==> src/rtl/normalizer_seq_pkg.sv <==
// Shared types and helpers for the iterative normalizer: FSM state encoding
// and the binary-search stage width for stage index k.
package normalizer_seq_pkg;

  localparam int DATA_W = 32;
  localparam int SA_W   = 5;
  localparam int K_W    = 3;

  typedef enum logic [1:0] {
    IDLE  = 2'd0,
    SHIFT = 2'd1,
    DONE  = 2'd2
  } state_t;

  // Stage width s = 2^k. k runs 4..0, so s runs 16..1 and fits the amount field.
  function automatic logic [SA_W-1:0] stage_width(input logic [K_W-1:0] k);
    return SA_W'(1) << k;
  endfunction

endpackage

==> src/rtl/normalizer_seq_norm_stage.sv <==
// One conditional left shift of the binary search: shift by s=2^k when the
// top bits are redundant (zeros, or copies of the sign bit in signed mode).
module norm_stage
  import normalizer_seq_pkg::*;
(
  input  logic [DATA_W-1:0] word,
  input  logic              mode,
  input  logic [K_W-1:0]    k,
  output logic [DATA_W-1:0] next_word,
  output logic              take
);

  localparam logic [DATA_W-1:0] ONES = '1;

  logic [SA_W-1:0]   s;
  logic [DATA_W-1:0] top_mask;
  logic [DATA_W-1:0] diff;

  assign s = stage_width(k);

  // Signed mode also inspects the bit below the window: the sign must survive the shift.
  assign top_mask = mode ? ~(ONES >> ({1'b0, s} + 6'd1)) : ~(ONES >> s);
  assign diff     = mode ? (word ^ {DATA_W{word[DATA_W-1]}}) : word;

  assign take      = ((diff & top_mask) == '0);
  assign next_word = take ? (word << s) : word;

endmodule

==> src/rtl/normalizer_seq.sv <==
// Iterative 32-bit normalizer: resolves one binary-search stage (16,8,4,2,1)
// per clock behind valid/ready handshakes, returning shift amount and word.
module normalizer_seq
  import normalizer_seq_pkg::*;
#(
  parameter int WIDTH = DATA_W
) (
  input  logic             clk,
  input  logic             reset,
  input  logic             in_valid,
  output logic             in_ready,
  input  logic [WIDTH-1:0] in_d,
  input  logic             in_signed,
  output logic             out_valid,
  input  logic             out_ready,
  output logic [WIDTH-1:0] out_d,
  output logic [4:0]       out_sa,
  output logic             out_zero
);

  state_t            state_q, state_d;
  logic [WIDTH-1:0]  work_q;
  logic [SA_W-1:0]   amt_q;
  logic [K_W-1:0]    k_q;
  logic              zero_q;
  logic              mode_q;

  logic [DATA_W-1:0] stage_word;
  logic              stage_take;
  logic              accept;

  norm_stage u_stage (
    .word      (work_q),
    .mode      (mode_q),
    .k         (k_q),
    .next_word (stage_word),
    .take      (stage_take)
  );

  assign accept = in_valid && (state_q == IDLE);

  always_comb begin
    // NOTE: default first so every path assigns state_d and no latch is inferred.
    state_d = state_q;
    unique case (state_q)
      IDLE:    if (in_valid)   state_d = SHIFT;
      SHIFT:   if (k_q == '0)  state_d = DONE;
      DONE:    if (out_ready)  state_d = IDLE;
      default:                 state_d = IDLE;
    endcase
  end

  // NOTE: non-blocking assignments so all registers update from pre-edge values.
  always_ff @(posedge clk or posedge reset) begin
    if (reset) begin
      state_q <= IDLE;
      work_q  <= '0;
      amt_q   <= '0;
      k_q     <= '0;
      zero_q  <= 1'b0;
      mode_q  <= 1'b0;
    end else begin
      state_q <= state_d;
      if (accept) begin
        work_q <= in_d;
        mode_q <= in_signed;
        zero_q <= (in_d == '0);
        amt_q  <= '0;
        k_q    <= K_W'(4);
      end else if (state_q == SHIFT) begin
        work_q <= stage_word;
        amt_q  <= amt_q + (stage_take ? stage_width(k_q) : '0);
        if (k_q != '0) k_q <= k_q - K_W'(1);
      end
    end
  end

  // Zero input runs the full search (amount saturates at 31), so results are forced here.
  assign in_ready  = (state_q == IDLE);
  assign out_valid = (state_q == DONE);
  assign out_d     = zero_q ? '0 : work_q;
  assign out_sa    = zero_q ? '0 : amt_q;
  assign out_zero  = zero_q;

endmodule
==> config.mk <==
export PLATFORM = sky130hd
export DESIGN_NAME = normalizer_seq
export DESIGN_NICKNAME = d
export VERILOG_FILES = /design/src/rtl/normalizer_seq_pkg.sv /design/src/rtl/normalizer_seq_norm_stage.sv /design/src/rtl/normalizer_seq.sv
export SDC_FILE = /design/constraint.sdc
export NUM_CORES = 1
export LEC_CHECK = 0
export ABC_AREA = 1
export BUFFER_PORTS_ARGS = -buffer_cell sky130_fd_sc_hd__buf_2
export CAP_MARGIN = 20
export CORE_MARGIN = 2
export CORE_UTILIZATION = 55
export CTS_CLUSTER_DIAMETER = 40
export CTS_CLUSTER_SIZE = 16
export DETAILED_ROUTE_END_ITERATION = 7
export PLACE_DENSITY = 0.78
export REMOVE_ABC_BUFFERS = 1
export SYNTH_ARGS = -nofsm -noshare
export SYNTH_HDL_FRONTEND = slang
export SYNTH_SLANG_ARGS = --single-unit
==> constraint.sdc <==
create_clock -name clk -period 4.2 [get_ports clk]
set_input_delay 0.21 -clock clk [delete_from_list [all_inputs] [get_ports clk]]
set_output_delay 0.21 -clock clk [all_outputs]
set_load 0.1 [all_outputs]
Word-level counts from Yosys, hierarchy flattened
Cells that the tools add are included.

storage, ports and cells
  register bits = 44
  output and inout port bits = 40

cells by class
  $add $sub $neg = 3
  eq/ne operators = 5
  shift-type cells = 4
  muxes and demuxes = 17
  bitwise logic cells = 4
  reduce and logical (&&, ||, !) cells = 12

operator list
  cell                   count
  $mux 32                6
  $logic_not 32->1       2
  $not 32->32            2
  $and 32x32->32         1
  $shl 32x5->32          1
  $shr 32x5->32 const A  1
  $shr 32x6->32 const A  1
  $xor 32x32->32         1
  $mux 5                 4
  $mux 3                 3
  $add 5x1->6 const B    1
  $mux 2                 3
  $pmux 2 s3             1
  $reduce_bool 2->1      3
  $add 5x5->5            1
  $shl 1x3->5 const A    1
  $ne 2x2->1 const B     2
  $reduce_and 2->1       2
  $logic_not 3->1        1
  $reduce_and 3->1       1
  $reduce_bool 3->1      1
  $sub 3x1->3 const B    1
  $eq 2x1->1 const B     1
  $eq 2x2->1 const B     1
  other kinds (3)        3

Longest topological paths before layout
Gate-level depths: netlist of run 1.

  word-level depth = 11
  depth in mapped cells = 26
  mapped depth without buffers = 26

Hierarchy
A second synthesis of run 1 with hierarchy kept.

unflattened totals
  cell total of the unflattened synthesis = 836
  area, all modules = 5051.1 um2

modules (own cells, without submodules)
  module          times used  cells each  area an instance (um2)  seq. area each (um2)
  normalizer_seq  1           341         2735.1                  1101.1
  norm_stage      1           495         2316.0                  0.0

Worst setup path after synthesis of run 1
OpenSTA, ideal clock, no wires.

  path kind = flip-flop to flip-flop
  start point = register k_q[0]
  end point = register amt_q[4]
  arrival time = 2.967 ns
  slack = 1.115 ns
  cell stages (with the launch flop) = 26
  cell sequence = dfrtp_1 > inv_1 > ha_1 > inv_1 > nor2_1 > buf_2 > o21ai_0 > nand2_1 > nand2_1 > nand2_1 > nor2_1 > nand2_1 > nor2_4 > inv_1 > nor2_1 > ha_1 > fa_1 > nand2_1 > inv_1 > nor2_1 > o21bai_1 > xor2_1 > inv_1 > nand3_1 > nand3_1 > nand2_1

between the ends
  longest elaborated chain between the ends = 11
  elaborated cells on any way between the ends = 13

RTL lines
  element                 line                             RTL
  start, declared         normalizer_seq.sv:24             logic [K_W-1:0] k_q;
  start signal, assigned  normalizer_seq.sv:73             if (k_q != '0) k_q <= k_q - K_W'(1);
  $shl 1x3->5 (*)         normalizer_seq_pkg.sv:17         return SA_W'(1) << k;
  $add 5x1->6             normalizer_seq_norm_stage.sv:22  assign top_mask = mode ? ~(ONES >> ({1'b0, s} + 6'd1)) : ~(ONES >> s);
  $shr 32x6->32           normalizer_seq_norm_stage.sv:22
  $not 32->32             normalizer_seq_norm_stage.sv:22
  $mux 32                 normalizer_seq_norm_stage.sv:22
  $and 32x32->32          normalizer_seq_norm_stage.sv:25  assign take = ((diff & top_mask) == '0);
  $logic_not 32->1        normalizer_seq_norm_stage.sv:25
  $mux 5 (*)              normalizer_seq.sv:72             amt_q <= amt_q + (stage_take ? stage_width(k_q) : '0);
  $add 5x5->5 (*)         normalizer_seq.sv:72
  $mux 5 (*)              normalizer_seq.sv:70             end else if (state_q == SHIFT) begin
  $mux 5 (*)              normalizer_seq.sv:64             if (accept) begin
  end signal, assigned    normalizer_seq.sv:72
  end, declared           normalizer_seq.sv:23             logic [SA_W-1:0] amt_q;

Every way passes the cells marked *; elsewhere a longest branch is shown, timed or not. The select of a mux whose other input is x is not followed.
A chain may end at the register's enable or synchronous reset.

Worst setup path in the final report of run 1
Same ends and word-level chain as after synthesis.

==> results of run 1 <==
-- kinds of logic after synthesis --
family	Yosys count
and+or+nand+nor	510
buffers and inverters	119
AOI/OAI and AO/OA	114
DFF	44
xor gates and xnor gates	10
adders and majority gates	10
-- critical path: stages (launching register included) --
cell and delay, ns:
sky130_fd_sc_hd__dfrtp_1 0.41, sky130_fd_sc_hd__inv_1 0.15, sky130_fd_sc_hd__ha_1 0.30, sky130_fd_sc_hd__nand2_1 0.33
sky130_fd_sc_hd__nand2_1 0.23, sky130_fd_sc_hd__inv_1 0.21, sky130_fd_sc_hd__nand2_1 0.15, sky130_fd_sc_hd__nand2_1 0.06
sky130_fd_sc_hd__nand3_1 0.08, sky130_fd_sc_hd__nor2_1 0.04, sky130_fd_sc_hd__nand2_1 0.10, sky130_fd_sc_hd__nor2_4 0.05
sky130_fd_sc_hd__inv_1 0.11, sky130_fd_sc_hd__nor2_1 0.07, sky130_fd_sc_hd__ha_1 0.22, sky130_fd_sc_hd__fa_1 0.38
sky130_fd_sc_hd__nand2_1 0.08, sky130_fd_sc_hd__inv_1 0.05, sky130_fd_sc_hd__nor2_1 0.11, sky130_fd_sc_hd__o21bai_1 0.08
sky130_fd_sc_hd__xor2_1 0.15, sky130_fd_sc_hd__inv_1 0.06, sky130_fd_sc_hd__nand3_1 0.07, sky130_fd_sc_hd__nand3_1 0.09
sky130_fd_sc_hd__nand2_1 0.05
-- synthesized netlist by cell type, types with 5 or more instances --
cell type and instances:
sky130_fd_sc_hd__a21oi_1 10, sky130_fd_sc_hd__buf_1 5, sky130_fd_sc_hd__buf_2 10, sky130_fd_sc_hd__clkbuf_1 24, sky130_fd_sc_hd__dfrtp_1 44, sky130_fd_sc_hd__ha_1 9, sky130_fd_sc_hd__inv_1 72, sky130_fd_sc_hd__nand2_1 267
sky130_fd_sc_hd__nand2_2 5, sky130_fd_sc_hd__nand3_1 121, sky130_fd_sc_hd__nand4_1 11, sky130_fd_sc_hd__nor2_1 88, sky130_fd_sc_hd__nor4_1 9, sky130_fd_sc_hd__o211ai_1 16, sky130_fd_sc_hd__o21ai_0 70, sky130_fd_sc_hd__o31ai_1 5
sky130_fd_sc_hd__xor2_1 10
-- layout make-up --
type	instances	area [um2]	share of cell area, %
clock buffer	6	72.6	1.40
clock inverter	1	5.00	0.0964
inverter	76	285	5.49
multi-input combinational	644	3040	58.6
sequential	44	1100	21.2
tap	105	131	2.53
timing repair buffer	96	553	10.7
-- sequential cells by signal (all words and copies together), names as in the netlist --
register and cells:
k_q 3, amt_q 5, state_q 2, out_zero 1, mode_q 1, work_q 32
-- metal layers --
layer  global-route usage [%]  wire (um)  share of wire (%)
met5                        0         13              0.078
met4                     11.3        353                2.1
met3                     8.69       1870                 11
met2                     55.8       7290                 43
met1                     53.4       7250                 43
-- repair_timing --
| action | CTS | global route |
|---|---|---|
| endpoints found under the setup margin | 0 | 0 |
| hold endpoints to repair | 0 | 21 |
| hold buffers | 0 | 1 |
| gates resized for setup | 0 | 0 |
-- cell usage in the layout (no fill, tap or decap), drive strengths merged, types with 2 or more instances in the layout --
master and count:
o21ai 70, nor4 9, or2 3, clkbuf 6, a21oi 11, inv 73, buf 95, o2bb2ai 2
nand4 11, nor2 90, xor2 10, dfrtp 44, o31ai 5, ha 9, a31oi 2, nand2 273
nand3 121, o211ai 16, o22ai 3, nand3b 2, clkinv 4
-- stage by stage --
stage                     worst slack [ns]  hold WS (ns)  area (um2)  cells  TNS [ns]
after floorplan                     -0.127         0.319        4430    764    -0.353
after global placement               0.612         0.415        5080    963         0
after detailed placement             0.535         0.425        5080    963         0
after CTS                            0.506        0.0966        5150    970         0
after global routing                0.0192         0.101        5190    972         0
final                                0.479        0.0961        5190    972         0
-- final timing paths --
kind | start | cells after the start | slack (ns) | endpoint
worst max-delay path | k_q[0] | 24 | 0.48 | amt_q[4]
worst min-delay path | out_ready | 2 | 0.1 | state_q[1]
worst max register to register | k_q[0] | 24 | 0.48 | amt_q[4]
worst min register to register | amt_q[4] | 2 | 0.51 | amt_q[4]
max in group asynchronous | reset | 4 | 3.18 | work_q[18]
min in group asynchronous | reset | 3 | 0.52 | work_q[0]
==> flow_results.org, run 1 <==
** Logic synthesis
- In the synthesized netlist the dominant register cell turns out to be sky130_fd_sc_hd__dfrtp_1.
- Of the total synthesized cell area, the portion taken by AND, OR, NAND and NOR gates is 46.8%.
- Proportion of netlist area held by the largest area contributor :: 23.8%
- Post-synth EDFFs :: 0
- The cell count after synthesis came out at 807.
- Synthesized-area fraction occupied by xor and xnor cells :: 1.89%
- Sorting the synthesized cells by area gives the leading types as sky130_fd_sc_hd__dfrtp_1 (24%), sky130_fd_sc_hd__nand2_1 (22%), sky130_fd_sc_hd__nand3_1 (13%).
- In the synthesized netlist, mux cells make up 0% of the area.
- The synthesized design contains 44 register bits.
- Each instance of the synthesized netlist takes up on average 5.73 um2.
- Yosys Warn Count :: 0
- After synthesis, the largest family of logic cells by area is simple AND/OR/NAND/NOR gates.
- Number of library cell types mapped by synthesis :: 37
- Share of the synthesized area in compound gates (AO/OA/AOI/OAI) :: 14.2%
- Of all flip-flops after synthesis, the portion carrying an async set or reset was 100%.
- The synthesized design spends more area on one cell type than any other, namely sky130_fd_sc_hd__dfrtp_1.
- Sequential-to-total area share from yosys stat :: 23.8%
- Synth Area in Adders :: 2.87%
- Synthesized area :: 4620 um2

** Clock tree
- TritonCTS built the clock tree.
- CTS clock-pin slew for the worst setup and hold paths :: 0.09 ns
- Number of sinks driven by the clock tree :: 44
- The clock passes through at most 2 buffers.
- The tree is rooted in a sky130_fd_sc_hd__clkbuf_8.
- TritonCTS Buffers :: 5
- H-tree Lvls :: 2
- Later-pin clock latency in the skew report :: 0.31 ns
- Post-CTS timing repair inserted 0 buffers for setup.

** Detailed routing
- Via count of the routed design :: 5833
- Wirelength per Cell :: 17.3 um
- Initial DRC count :: 971
- After detailed routing, the total wire length is 16.8 mm.
- Once detail routing completed, the nets flagged for antenna violations numbered 0.
- Using the TritonRoute via totals, the vias-per-cell ratio works out to 6.00.
- Before antenna repair, the detailed router went through 6 iterations.
- After detailed routing, the number of remaining DRC violations is 0.

** Critical path
- The worst setup path is launched from a flip-flop.
- Critical setup path kind :: reg2reg
- The worst setup path is captured at a flip-flop.
- Largest driver fanout on the critical path :: 12
- STA puts the critical path data required time at 4.41 ns.
- Data arrives at the worst endpoint at 3.93 ns.

** Final layout
- Cells fill 63.5% of the core in the end.
- For this run, the post-layout net count is 914.
- The repair_antennas step left the layout with diodes totalling 0.
- Number of fill cells :: 787
- Proportion of layout cells with a drive suffix above 1 :: 13.4%
- Layout overhead on the synthesized area :: 12.3%

** Place
- At the end of routability-driven placement, the weighted congestion stood at 1.02.
- HPWL after DPL :: 12.6 mm
- # port buffers :: 76

** Timing
- The final-report hold violation count was 0.
- Setup violations remaining at the end of the flow were counted as 0.
- The final critical path takes up 88.6% of the cycle.
- Final Skew :: 0.00839 ns
- The count of final max-slew check failures was 0.
- Min Clock Period, post-route :: 3.72 ns
- Max-Slew Margin vs Limit :: 41.0%
- Fmax achieved :: 269 MHz
- Slew at the pin closest to its max-slew limit :: 0.876 ns
- Setup repair after global routing missed its margin :: no

** Global routing
- The number of global-route vias before repair is 5031.
- First-pass GRT wire length :: 25.9 mm
- Global routing used 37.3% of the available tracks.
- The initial antenna violation count came to 1.
- After global routing the overflow that remains totals 0.
- Entering global routing, the biggest net connects 45 pins.

** Floorplan
- The floorplan step set the die width to 95.7 um.
- In this run the vertical extent of the chip is 95.7 um.
- IO Pins :: 77
- The initialized floorplan defines 33 standard-cell rows.
- The floorplan step defined a die boundary enclosing 9160 um2.
- Starting density of the core :: 56.6%
- Core Area :: 8180 um2

** Status
- The run finished with clean final reports.

** Min path
- The tightest min-delay check is of the in2reg type.

** Job
- Max-cap violations in this run came to 0.
Power of run 1 is left out: the tool's default activity adds up to more than one toggle a clock period on the data nets, which glitch-free logic cannot reach.
==> run 2, diff against run 1 <==
PLACE_DENSITY = 0.76   (was 0.78)
SLEW_MARGIN = 20   (was default)
==> flow_results.org, run 2 (same netlist as run 1, synthesis figures left out) <==
** Timing
- Hold Vio Cnt, Final :: 0 (unchanged)
- The setup clock skew after layout was 0.0116 ns (+0.00322 ns).
- Max-Slew Margin vs Limit :: 45.8% (+4.8 points)
- Fmax achieved :: 271 MHz (+0.78%)
- The pin slew with the least headroom to its limit came to 0.813 ns (-0.0630 ns).
- The shortest clock period the worst path allows after layout is 3.69 ns (-0.0288 ns).
- The count of final max-slew check failures came to 0 (unchanged).
- Crit share post-route :: 87.9% (-0.69 points)
- Count of endpoints failing setup in the final report :: 0 (unchanged)
- Setup repair after global routing left no endpoint under its margin.
- The sum of negative setup slack is 0 ns (unchanged).

** Final layout
- Regs by FF count :: work_q x32, amt_q x5, k_q x3
- Counting flops per register, the top entry is work_q.
- Compared with the post-synthesis result, the final layout area differs by 12.1%.
- The final-layout fill cell count came to 817 (+3.8%).
- Flip-flop count of the largest register, all copies and words added :: 32 (unchanged)
- The share of post-route cells with drive strength above 1 came to 13.1% (-0.27 points).
- Commonest cells after routing, fill and taps aside :: sky130_fd_sc_hd__nand2_1 (266), sky130_fd_sc_hd__nand3_1 (121), sky130_fd_sc_hd__nor2_1 (88)
- Number of antenna diodes :: 0 (unchanged)
- The library cell used most frequently in the layout, excluding fill and tap cells, is sky130_fd_sc_hd__nand2_1.
- Net count, final :: 909 (-0.55%)

** Status
- Status :: complete, no violations

** Place
- Weighted congestion reported at the end of routability-driven placement :: 0.963 (-5.3%)
- The count of input and output buffers is 76 (unchanged).
- HPWL after DPL :: 12.3 mm (-2.4%)

** Critical path
- The endpoint arrival time on the critical path was 3.94 ns (about the same).
- The number of cells on the worst reg-to-reg path is 24 (unchanged).
- Endpoint class of the critical path :: flip-flop
- Worst R2R Start :: k_q[0]
- The worst setup path is launched from a flip-flop.
- CP required :: 4.45 ns (+0.04 ns)
- Worst reg2reg path endpoint :: amt_q[4]
- The slack of the worst reg-to-reg path came to 0.51 ns (+0.03 ns).
- The critical path in this run is classified as reg2reg.
- Following the worst setup path forward leads to its endpoint at amt_q[4].
- Largest driver fanout on the critical path :: 12 (unchanged)
- Crit path launch :: k_q[0]

** Detailed routing
- Number of iterations in the first detailed-routing pass :: 6 (unchanged)
- The post-detailed-routing wire length came to 16.4 mm (-2.2%).
- The number of remaining DRC errors came to 0 (unchanged).
- The number of design-rule violations left by the first detailed-router iteration is 685 (-29%).
- Routed Antenna Nets :: 0 (unchanged)
- Ratio of routed vias to standard cells :: 5.92 (-1.3%)
- The via total after detailed routing is 5727 (-1.8%).
- Wirelength per Cell :: 17.0 um (-1.7%)

** Global routing
- First-pass GRT wire length :: 25.6 mm (-1.4%)
- Via count of the first global-routing pass :: 4955 (-1.5%)
- Initial antenna violation count :: 0 (-1)
- The overall routing resource usage came to 36.4% (-0.94 points).
- Grt ovf :: 0 (unchanged)
- Largest net degree at the start of global routing :: 59 (+31%)

** Floorplan
- IO Pins :: 77 (unchanged)
- Cell row count :: 33 (unchanged)
- Core Area :: 8180 um2 (unchanged)
- Die height :: 95.7 um (unchanged)
- The starting utilization of the core area is 56.6% (unchanged).
- Die Wd :: 95.7 um (unchanged)
- The area of the die came to 9160 um2 (unchanged).

** Clock tree
- TritonCTS built the clock tree.
- The TritonCTS sink count came to 44 (unchanged).
- The tree is rooted in a sky130_fd_sc_hd__clkbuf_8.
- The clock latency on the worst-skew pair was 0.31 ns (about the same).
- The number of buffers between clock root and the deepest sink came to 2 (unchanged).
- CTS clock-pin slew for the worst setup and hold paths :: 0.10 ns (about the same)
- The number of cells upsized or downsized after cts was 0 (unchanged).
- Hold Buf Count CTS :: 0 (unchanged)
- H-tree Lvls :: 2 (unchanged)
- TritonCTS Buffers :: 5 (unchanged)
- Number of setup buffers added after CTS :: 0 (unchanged)

** Job
- The total of max-cap violations is 0 (unchanged).

** Min path
- Hold crit path type :: in2async
[run 2: cell types whose count changed in the layout (fill, tap and decap cells not counted), sizes merged]
cell         change
buf              -4
bufinv           +2
clkbuf           -1
dlygate4sd3      -1
inv              -1
[run 2: metrics by stage]
step	util, %	cell area [um2]	setup slack [ns]	hold slack (ns)	cells
floorplan	-	4430	-0.127	0.319	764
global placement	61.8	5050	0.610	0.413	960
detailed placement	61.8	5050	0.582	0.421	960
CTS	63.4	5180	0.562	0.0974	967
global route	63.4	5180	0.115	0.0950	967
finish	63.4	5180	0.508	0.0112	967
[run 2: layout make-up]
type	instances	area [um2]	area share, %
multi-input cells	644	3040	58.7
clock buffers	5	68.8	1.33
inverters	76	287	5.53
clock inverters	2	60.1	1.16
repair buffers	91	493	9.51
well taps	105	131	2.53
flip-flops and latches	44	1100	21.2
[run 2: metal layers]
layer | vias to the layer above | share of wire [%] | track usage (%)
met5 | - | 0 | 0
met4 | 0 | 2.7 | 10.8
met3 | 40 | 11 | 4.54
met2 | 353 | 42 | 54.0
met1 | 2585 | 44 | 55.1
li1 | 2749 | - | -
[run 2: worst max-delay path, stage by stage, from the launching register on]
cell,delay (ns)
sky130_fd_sc_hd__dfrtp_1,0.40
sky130_fd_sc_hd__inv_1,0.11
sky130_fd_sc_hd__ha_1,0.28
sky130_fd_sc_hd__nand2_1,0.40
sky130_fd_sc_hd__nand2_1,0.16
sky130_fd_sc_hd__inv_1,0.31
sky130_fd_sc_hd__o21ai_0,0.15
sky130_fd_sc_hd__nand2_1,0.08
sky130_fd_sc_hd__nand3_1,0.06
sky130_fd_sc_hd__nor2_1,0.09
sky130_fd_sc_hd__nand2_1,0.09
sky130_fd_sc_hd__nor2_4,0.13
sky130_fd_sc_hd__inv_1,0.08
sky130_fd_sc_hd__nor2_1,0.11
sky130_fd_sc_hd__ha_1,0.20
sky130_fd_sc_hd__fa_1,0.20
sky130_fd_sc_hd__nand2_1,0.06
sky130_fd_sc_hd__inv_1,0.06
sky130_fd_sc_hd__nor2_1,0.04
sky130_fd_sc_hd__o21bai_1,0.14
sky130_fd_sc_hd__xor2_1,0.20
sky130_fd_sc_hd__inv_1,0.05
sky130_fd_sc_hd__nand3_1,0.07
sky130_fd_sc_hd__nand3_1,0.08
sky130_fd_sc_hd__nand2_1,0.07
[run 2: worst min path at each step]
| stage | endpoint | cells past startpoint | startpoint | slack, ns |
|---|---|---|---|---|
| floorplan | state_q[1] | 1 | out_ready | 0.32 |
| global placement | state_q[1] | 2 | out_ready | 0.41 |
| detailed placement | state_q[1] | 2 | out_ready | 0.42 |
| CTS | state_q[1] | 2 | out_ready | 0.1 |
| global route | work_q[4] | 2 | reset | 0.09 |
| finish | work_q[4] | 2 | reset | 0.01 |
Power of run 2 is left out for the same reason.
